File: config.mk
export PLATFORM = sky130hd
export DESIGN_NAME = shift_ctrl
export DESIGN_NICKNAME = d
export VERILOG_FILES = /design/src/rtl/shift_ctrl.sv
export SDC_FILE = /design/constraint.sdc
export NUM_CORES = 1
export LEC_CHECK = 0
export ABC_AREA = 1
export CORE_MARGIN = 1
export CORE_UTILIZATION = 47
export DETAILED_ROUTE_END_ITERATION = 12
export PLACE_DENSITY = 0.9
export SKIP_LAST_GASP = 1
export SLEW_MARGIN = 20
export SYNTH_ARGS = -nofsm -noshare
export SYNTH_HDL_FRONTEND = slang
export SYNTH_SLANG_ARGS = --single-unit
File: constraint.sdc
create_clock -name clk -period 3.15 [get_ports clk]
set_input_delay 0.945 -clock clk [delete_from_list [all_inputs] [get_ports clk]]
set_output_delay 0.945 -clock clk [all_outputs]
set_load 0.05 [all_outputs]
File: src/rtl/shift_ctrl.sv
// Command sequencer for an N-bit shift register: expands clear/load/multi-bit shift
// commands into per-cycle ctrl codes and returns the register contents afterwards.
module shift_ctrl #(
    parameter int N  = 8,
    parameter int AW = 4
) (
    input  logic          clk,
    input  logic          rst,
    input  logic          cmd_valid,
    output logic          cmd_ready,
    input  logic [1:0]    cmd_op,
    input  logic [AW-1:0] cmd_amt,
    input  logic [N-1:0]  cmd_data,
    output logic [2:0]    sr_ctrl,
    output logic [N-1:0]  sr_in,
    input  logic [N-1:0]  sr_out,
    output logic          rsp_valid,
    input  logic          rsp_ready,
    output logic [N-1:0]  rsp_data,
    output logic          busy
);

    localparam int CW = $clog2(N + 1);

    typedef enum logic [1:0] {IDLE, EXEC, CAPT, RESP} state_e;

    typedef enum logic [2:0] {
        SR_CLEAR = 3'd0,
        SR_LOAD  = 3'd1,
        SR_SHR   = 3'd2,
        SR_SHL   = 3'd3,
        SR_HOLD  = 3'd4
    } sr_ctrl_e;

    state_e          state_q;
    sr_ctrl_e        sr_ctrl_q;
    logic [N-1:0]    sr_in_q;
    logic [N-1:0]    rsp_data_q;
    logic            rsp_valid_q;
    logic [CW-1:0]   cnt_q;
    logic [CW-1:0]   steps_d;

    // Shifts of N or more saturate at N single-bit steps, which leaves the register at zero.
    always_comb begin
        steps_d = CW'(1);
        if (cmd_op == 2'd2 || cmd_op == 2'd3) begin
            if (int'(cmd_amt) >= N) steps_d = CW'(N);
            else                    steps_d = CW'(cmd_amt);
        end
    end

    // NOTE: state and outputs are updated with non-blocking assignments so every
    // register samples the pre-edge values, regardless of statement order.
    always_ff @(posedge clk or posedge rst) begin
        if (rst) begin
            state_q     <= IDLE;
            sr_ctrl_q   <= SR_HOLD;
            sr_in_q     <= '0;
            rsp_valid_q <= 1'b0;
            rsp_data_q  <= '0;
            cnt_q       <= '0;
        end else begin
            case (state_q)
                IDLE: begin
                    if (cmd_valid) begin
                        if (cmd_op == 2'd1) sr_in_q <= cmd_data;
                        cnt_q <= steps_d;
                        if (steps_d == '0) begin
                            state_q <= CAPT;
                        end else begin
                            state_q   <= EXEC;
                            sr_ctrl_q <= sr_ctrl_e'({1'b0, cmd_op});
                        end
                    end
                end
                EXEC: begin
                    cnt_q <= cnt_q - CW'(1);
                    if (cnt_q == CW'(1)) begin
                        sr_ctrl_q <= SR_HOLD;
                        state_q   <= CAPT;
                    end
                end
                CAPT: begin
                    rsp_data_q  <= sr_out;
                    rsp_valid_q <= 1'b1;
                    state_q     <= RESP;
                end
                RESP: begin
                    if (rsp_ready) begin
                        rsp_valid_q <= 1'b0;
                        state_q     <= IDLE;
                    end
                end
                default: state_q <= IDLE;
            endcase
        end
    end

    assign cmd_ready = (state_q == IDLE);
    assign busy      = (state_q != IDLE);
    assign sr_ctrl   = sr_ctrl_q;
    assign sr_in     = sr_in_q;
    assign rsp_valid = rsp_valid_q;
    assign rsp_data  = rsp_data_q;

endmodule

==> run_results.csv, run 1 <==
group,metric,value,unit
floorplan,site_rows,18,
power_and_ir_drop,combPwrFrac,0.656,
clock_network,ctsLongestPathBuffers,2,
drt,dr.first_iter.drc_count,22,
drt,via_count,1087,
sta,final-max-slew-violation-count,0,
drt,post_drt_via_cell_ratio,4.92,
power_and_ir_drop,power,0.00215,W
power_and_ir_drop,power_density,1160,nW/um^2
hold_path,whs_endpoint,"sr_ctrl[2]$_DFFE_PP1P_",
sta,postLayoutSetupSlackWorst,147,ps
power_and_ir_drop,net-switching-power,0.00111,W
critical_path,start_kind,"register",
critical_path,worst_setup_path_type,"register to primary output",
critical_path,cp.required,2200,ps
power_and_ir_drop,sequentialPowerShare,0.275,
synth,syn-cell-area,1330,sq um
grt,grtUsageTotal,0.209,
clock_network,cts_sinks,26,
drt,drt_pre_antenna_iters,4,
critical_path,r2r_start,"state_q[1]$_DFFE_PP0P_",
sta,relative_slew_slack,0.649,
clock_network,cts-htree-levels,1,
sta,worst_margin_slew,525,ps
synth,ys_warnings,0,
final_layout,layout-drive-gt1-share,0.162,
clock_network,postCtsHoldBufs,0,
place,dp_hpwl,2.29,mm
place,dpl_cell_area,1830,sq um
synth,ys_async_sr_fraction,1.00,
final_layout,num_antenna_cells,0,
flow_run,drv.max_cap_violation_count,0,
sta,setup_violation_total_in_the_final_timing_report,0,
clock_network,clk_root_buf,"sky130_fd_sc_hd__clkbuf_4",
sta,timing.final.crit_share,0.953,
drt,route.detailed.drc,0,
floorplan,floorplan.die_area,3050,sq um
place,place.gp.congestion,0.825,
critical_path,crit-reg2reg-capture,"sr_ctrl[0]$_DFFE_PP0P_",
power_and_ir_drop,power.share.clock,0.070,
clock_network,worst_skew_pair.late_latency,330,ps
synth,post_synth.cell_area_avg,9.39,sq um
synth,synth_top_area_frac,0.469,
clock_network,cts_resized,0,
synth,synthFlopType,"sky130_fd_sc_hd__dfrtp_1",
critical_path,r2r_setup_slack,1660,ps
synth,synthMostInstantiatedCell,"sky130_fd_sc_hd__nand2_1",
synth,synth_top_cells_by_area,"sky130_fd_sc_hd__dfrtp_1 (47%), sky130_fd_sc_hd__nand2_1 (9.8%), sky130_fd_sc_hd__mux2_2 (6.8%)",
status,outcome,"completed",
synth,synthDominantAreaCellType,"sky130_fd_sc_hd__dfrtp_1",
grt,grt_first_pass_wirelength,5.05,mm
hold_path,hold_start,"sr_ctrl[2]$_DFFE_PP1P_",
hold_path,worst_hold_path_stage_count,2,
power_and_ir_drop,cellInternalPower,0.00104,W
grt,grt_pass1_vias,1092,
place,place.port_buffers,47,
drt,detail_route.wirelength,2.90,mm
power_and_ir_drop,sw_frac_of_total,0.516,
power_and_ir_drop,p_leak,0.888,nW
final_layout,syn2layout_area_growth,39.0,%
critical_path,worst-endpoint-arrival,2060,ps
synth,synth.net_count,174,
floorplan,initial_core_util,0.519,
final_layout,finalInstanceArea,1850,sq um
synth,syn_inst_count,142,
critical_path,endpoint_kind,"primary output",
grt,antenna_found_initial,0,
floorplan,core_region_area,2570,sq um
critical_path,worstRegToRegCells,7,
sta,max_freq,0.333,GHz
final_layout,fin_util,0.722,
hold_path,min-delay-path-class,"register to register",
synth,synth.top_cells.by_count,"sky130_fd_sc_hd__nand2_1 (35), sky130_fd_sc_hd__dfrtp_1 (25), sky130_fd_sc_hd__inv_1 (21)",
sta,report.final.hold_viol_count,0,
sta,setup-tns-final,0,ps
drt,wl_per_cell,13.1,um
grt,largest_net_degree_at_the_start_of_global_routing,27,
sta,finalCriticalPeriod,3000,ps
critical_path,worst-path-max-fanout,6,
sta,finClkSkew,4.93,ps
synth,synth_enable_flop_cells,0,
synth,synth_seq_cells,26,
floorplan,floorplan.die.width,55.3,um
drt,final_antenna_net_count,0,
clock_network,post-cts-setup-buffer-count,0,
floorplan,io-pin-count,48,
clock_network,path_clk_slew,130,ps
final_layout,nets,224,
synth,synthDistinctLibCells,24,
sta,rsz0062_at_grt,"false",
grt,grt-ovfl-total,0,
place,pre_cts_setup_slack,518,ps
synth,ys_seq_area_frac,0.489,
clock_network,clock_tree_from_tritoncts,"built",
floorplan,die_y,55.3,um
power_and_ir_drop,worst_ir_drop_vdd,1.11,mV
clock_network,cts_made_buffers,3,
-- worst max-delay path by stage --
| stage | depth (start not counted) | slack [ps] | to | from |
|---|---|---|---|---|
| final | 4 | 150 | busy | state_q[0]$_DFFE_PP0P_ |
| after global routing | 4 | 60 | busy | state_q[0]$_DFFE_PP0P_ |
| after CTS | 4 | 140 | busy | state_q[0]$_DFFE_PP0P_ |
| after detailed placement | 4 | 520 | busy | state_q[0]$_DFFE_PP0P_ |
| after global placement | 4 | 570 | busy | state_q[0]$_DFFE_PP0P_ |
| after floorplan | 3 | 860 | busy | state_q[0]$_DFFE_PP0P_ |
-- worst max-delay path: stages (launching register included) --
cell and delay (ps):
sky130_fd_sc_hd__dfrtp_1 420, sky130_fd_sc_hd__inv_1 90, sky130_fd_sc_hd__ha_1 290, sky130_fd_sc_hd__inv_2 120, sky130_fd_sc_hd__clkdlybuf4s50_1 810
-- sequential cells by signal, summed over array words and instances, names as in the netlist --
| name | count |
|---|---|
| rsp_valid | 1 |
| state_q | 2 |
| rsp_data | 8 |
| cnt_q | 4 |
| sr_in | 8 |
| sr_ctrl | 3 |
-- routing by layer --
layer | track usage | vias up | wire, um
met5 | 0 | - | 0
met2 | 0.336 | 34 | 1410
met1 | 0.277 | 498 | 1290
li1 | - | 549 | -
met4 | 0.0786 | 0 | 42
met3 | 0.0468 | 6 | 150
-- logic make-up after synthesis --
| family | synth area share |
|---|---|
| buffers and inverters | 0.0835 |
| xor gates and xnor gates | 0.00657 |
| DFF | 0.489 |
| AOI/OAI and AO/OA | 0.101 |
| muxes | 0.0675 |
| adders and majority gates | 0.0563 |
| and+or+nand+nor | 0.196 |
-- stage by stage --
stage          std cells  hold slack [ps]
6_report             221              490
5_1_grt              221              521
3_3_place_gp         217              452
3_5_place_dp         217              459
4_1_cts              221              492
2_1_floorplan        142              469
-- final cells by class --
class / instances / area [sq um]
Clock buffer: 4 / 26.3
Fill cell: 196 / 713
Inverter: 24 / 90.1
Multi-Input combinational cell: 89 / 571
Sequential cell: 26 / 652
Tap cell: 30 / 37.5
Timing Repair Buffer: 48 / 478
-- cells in the final DEF (no fill, tap or decap) --
cell type | netlist | layout
sky130_fd_sc_hd__clkdlybuf4s50_1 | 0 | 47
sky130_fd_sc_hd__nand2_1 | 35 | 35
sky130_fd_sc_hd__dfrtp_1 | 25 | 25
sky130_fd_sc_hd__inv_1 | 21 | 21
sky130_fd_sc_hd__nand3_1 | 9 | 9
sky130_fd_sc_hd__o21ai_2 | 8 | 8
sky130_fd_sc_hd__mux2_2 | 8 | 8
sky130_fd_sc_hd__o21ai_0 | 6 | 6
sky130_fd_sc_hd__ha_1 | 6 | 6
sky130_fd_sc_hd__nor2_1 | 4 | 4
sky130_fd_sc_hd__inv_2 | 3 | 3
sky130_fd_sc_hd__clkbuf_4 | 0 | 3
sky130_fd_sc_hd__nand2_2 | 2 | 2
sky130_fd_sc_hd__nand4_1 | 2 | 2
sky130_fd_sc_hd__nand4_4 | 1 | 1
sky130_fd_sc_hd__o31ai_1 | 1 | 1
sky130_fd_sc_hd__o22ai_1 | 1 | 1
sky130_fd_sc_hd__nor2_4 | 1 | 1
sky130_fd_sc_hd__xor2_1 | 1 | 1
sky130_fd_sc_hd__o21ai_1 | 1 | 1
sky130_fd_sc_hd__nor2_2 | 1 | 1
sky130_fd_sc_hd__a21oi_4 | 1 | 1
sky130_fd_sc_hd__or2_2 | 1 | 1
sky130_fd_sc_hd__clkbuf_1 | 0 | 1
sky130_fd_sc_hd__buf_4 | 0 | 1
sky130_fd_sc_hd__dfstp_2 | 1 | 1
-- power groups by stage --
| stage | Clock (W) | Sequential [W] | Combinational (W) |
|---|---|---|---|
| finish | 0.000150 | 0.000591 | 0.00141 |
| global route | 0.000168 | 0.000614 | 0.00151 |
| CTS | 0.000154 | 0.000592 | 0.00142 |
| detailed placement | 0 | 0.000597 | 0.00141 |
| global placement | 0 | 0.000586 | 0.00137 |
| floorplan | 0 | 0.00102 | 0.000555 |
(Power assumes the default switching activity.)
==> run 2, diff against run 1 <==
GPL_TIMING_DRIVEN = 0   (was unset)
==> run_results.csv, run 2 (synthesized netlist as in run 1, its figures left out) <==
group,metric,value,unit
critical_path,r2r_setup_slack,1600,ps
sta,setup_violation_total_in_the_final_timing_report,0,
critical_path,r2r_start,"state_q[0]$_DFFE_PP0P_",
grt,antenna_found_initial,0,
drt,dr.first_iter.drc_count,20,
sta,timing.final.crit_share,0.964,
drt,detail_route.wirelength,2.91,mm
flow_run,drv.max_cap_violation_count,0,
critical_path,worst-path-max-fanout,6,
drt,route.detailed.drc,0,
drt,post_drt_via_cell_ratio,5.07,
sta,setup-tns-final,0,ps
critical_path,endpoint_kind,"primary output",
grt,largest_net_degree_at_the_start_of_global_routing,27,
critical_path,timing.critical_path.slowest_cell_delay,820,ps
critical_path,critical_path_top_delay_cell,"sky130_fd_sc_hd__clkdlybuf4s50_1",
hold_path,worst_hold_path_stage_count,2,
critical_path,capturing_instance_or_port_of_the_critical_path,"busy",
sta,finClkSkew,8.25,ps
clock_network,post-cts-setup-buffer-count,0,
place,place.port_buffers,47,
floorplan,core_region_area,2570,sq um
power_and_ir_drop,power_density,1160,nW/um^2
sta,final-max-slew-violation-count,0,
sta,rsz0062_at_grt,"false",
sta,relative_slew_slack,0.410,
sta,max_freq,0.329,GHz
floorplan,io-pin-count,48,
final_layout,layout_common_cells,"sky130_fd_sc_hd__clkdlybuf4s50_1 (47), sky130_fd_sc_hd__nand2_1 (35), sky130_fd_sc_hd__dfrtp_1 (25), sky130_fd_sc_hd__inv_1 (20), sky130_fd_sc_hd__nand3_1 (9)",
drt,wl_per_cell,13.0,um
drt,via_count,1131,
clock_network,ctsLongestPathBuffers,2,
critical_path,crit_start,"state_q[0]$_DFFE_PP0P_",
grt,grt_first_pass_wirelength,4.90,mm
clock_network,worst_skew_pair.late_latency,320,ps
sta,report.final.hold_viol_count,0,
place,pre_cts_setup_slack,514,ps
clock_network,cts_made_buffers,3,
floorplan,die_y,55.3,um
critical_path,crit-reg2reg-capture,"state_q[0]$_DFFE_PP0P_",
clock_network,clk_root_buf,"sky130_fd_sc_hd__clkbuf_4",
grt,grtUsageTotal,0.203,
sta,worst_margin_slew,880,ps
critical_path,worst-endpoint-arrival,2090,ps
clock_network,path_clk_slew,140,ps
floorplan,site_rows,18,
grt,grt-ovfl-total,0,
final_layout,fillerInstances,196,
place,place.gp.congestion,0.874,
final_layout,layout-drive-gt1-share,0.176,
drt,drt_pre_antenna_iters,4,
place,dp_hpwl,2.29,mm
critical_path,start_kind,"register",
critical_path,worst_setup_path_type,"register to primary output",
power_and_ir_drop,worst_ir_drop_vdd,1.04,mV
critical_path,worstRegToRegCells,8,
final_layout,nets,226,
sta,finalCriticalPeriod,3040,ps
critical_path,cp.required,2200,ps
clock_network,cts_resized,0,
final_layout,num_antenna_cells,0,
sta,finalHoldWorstSlack,494,ps
clock_network,postCtsHoldBufs,0,
final_layout,most_common_library_cell_in_the_layout_ignoring_fill_and_taps,"sky130_fd_sc_hd__clkdlybuf4s50_1",
sta,postLayoutSetupSlackWorst,113,ps
critical_path,crit_chain,"inv_1 > ha_1 > inv_2 > clkdlybuf4s50_1",
floorplan,initial_core_util,0.519,
clock_network,clock_tree_from_tritoncts,"built",
clock_network,cts-htree-levels,1,
power_and_ir_drop,p_leak,0.901,nW
clock_network,cts_sinks,26,
grt,grt_pass1_vias,1141,
floorplan,floorplan.die_area,3050,sq um
final_layout,syn2layout_area_growth,40.8,%
drt,final_antenna_net_count,0,
hold_path,min-delay-path-class,"register to register",
floorplan,floorplan.die.width,55.3,um
status,outcome,"completed",
-- run 2: critical path: cells and delay by family, from the launching register on --
family / cells / cell delay [ps]
adders and majority gates: 1 / 300
buffers and inverters: 3 / 1040
DFF: 1 / 430
-- run 2: metrics by stage --
step           instance area (sq um)   util  power [W]  instances
2_1_floorplan                   1330      -    0.00158        142
5_1_grt                         1880  0.731    0.00231        223
3_3_place_gp                    1840  0.717    0.00197        219
6_report                        1880  0.731    0.00217        223
4_1_cts                         1880  0.731    0.00219        223
3_5_place_dp                    1840  0.717    0.00201        219
-- run 2: routing by layer --
layer  up-vias  wire length, um  global-route usage
met2        33             1480               0.348
met1       547             1240               0.258
met4         0               12              0.0321
met3         2              173              0.0609
li1        549                -                   -
met5         -                0                   0
-- run 2: final cells by class --
cell class	count	area, sq um	share of cell area
Multi-Input combinational cell	89	571	0.304
Buffer	3	21.3	0.0113
Sequential cell	26	652	0.347
Inverter	24	90.1	0.0480
Tap cell	30	37.5	0.0200
Clock buffer	4	36.3	0.0193
Timing Repair Buffer	47	470	0.250
-- run 2: how the worst min path moves through the flow --
| stage | startpoint | endpoint | slack, ps |
|---|---|---|---|
| 2_1_floorplan | cnt_q[3]$_DFFE_PP0P_ | cnt_q[3]$_DFFE_PP0P_ | 470 |
| 3_3_place_gp | sr_ctrl[2]$_DFFE_PP1P_ | sr_ctrl[2]$_DFFE_PP1P_ | 450 |
| 3_5_place_dp | sr_ctrl[0]$_DFFE_PP0P_ | sr_ctrl[0]$_DFFE_PP0P_ | 470 |
| 4_1_cts | sr_ctrl[2]$_DFFE_PP1P_ | sr_ctrl[2]$_DFFE_PP1P_ | 500 |
| 5_1_grt | sr_ctrl[2]$_DFFE_PP1P_ | sr_ctrl[2]$_DFFE_PP1P_ | 520 |
| 6_report | sr_ctrl[2]$_DFFE_PP1P_ | sr_ctrl[2]$_DFFE_PP1P_ | 490 |
-- run 2: report_power, final --
| group | total [W] | switching (W) | internal (W) | leakage (nW) |
|---|---|---|---|---|
| registers | 0.000593 | 0.0000955 | 0.000498 | 0.315 |
| logic | 0.00141 | 0.000911 | 0.000497 | 0.565 |
| clock network | 0.000169 | 0.0000987 | 0.0000707 | 0.0210 |
==> run 3, diff against run 2 <==
TNS_END_PERCENT = 100   (was unset)
==> results of run 3 <==
Same layout as run 2: the final DEF is identical, and so are final timing and power.
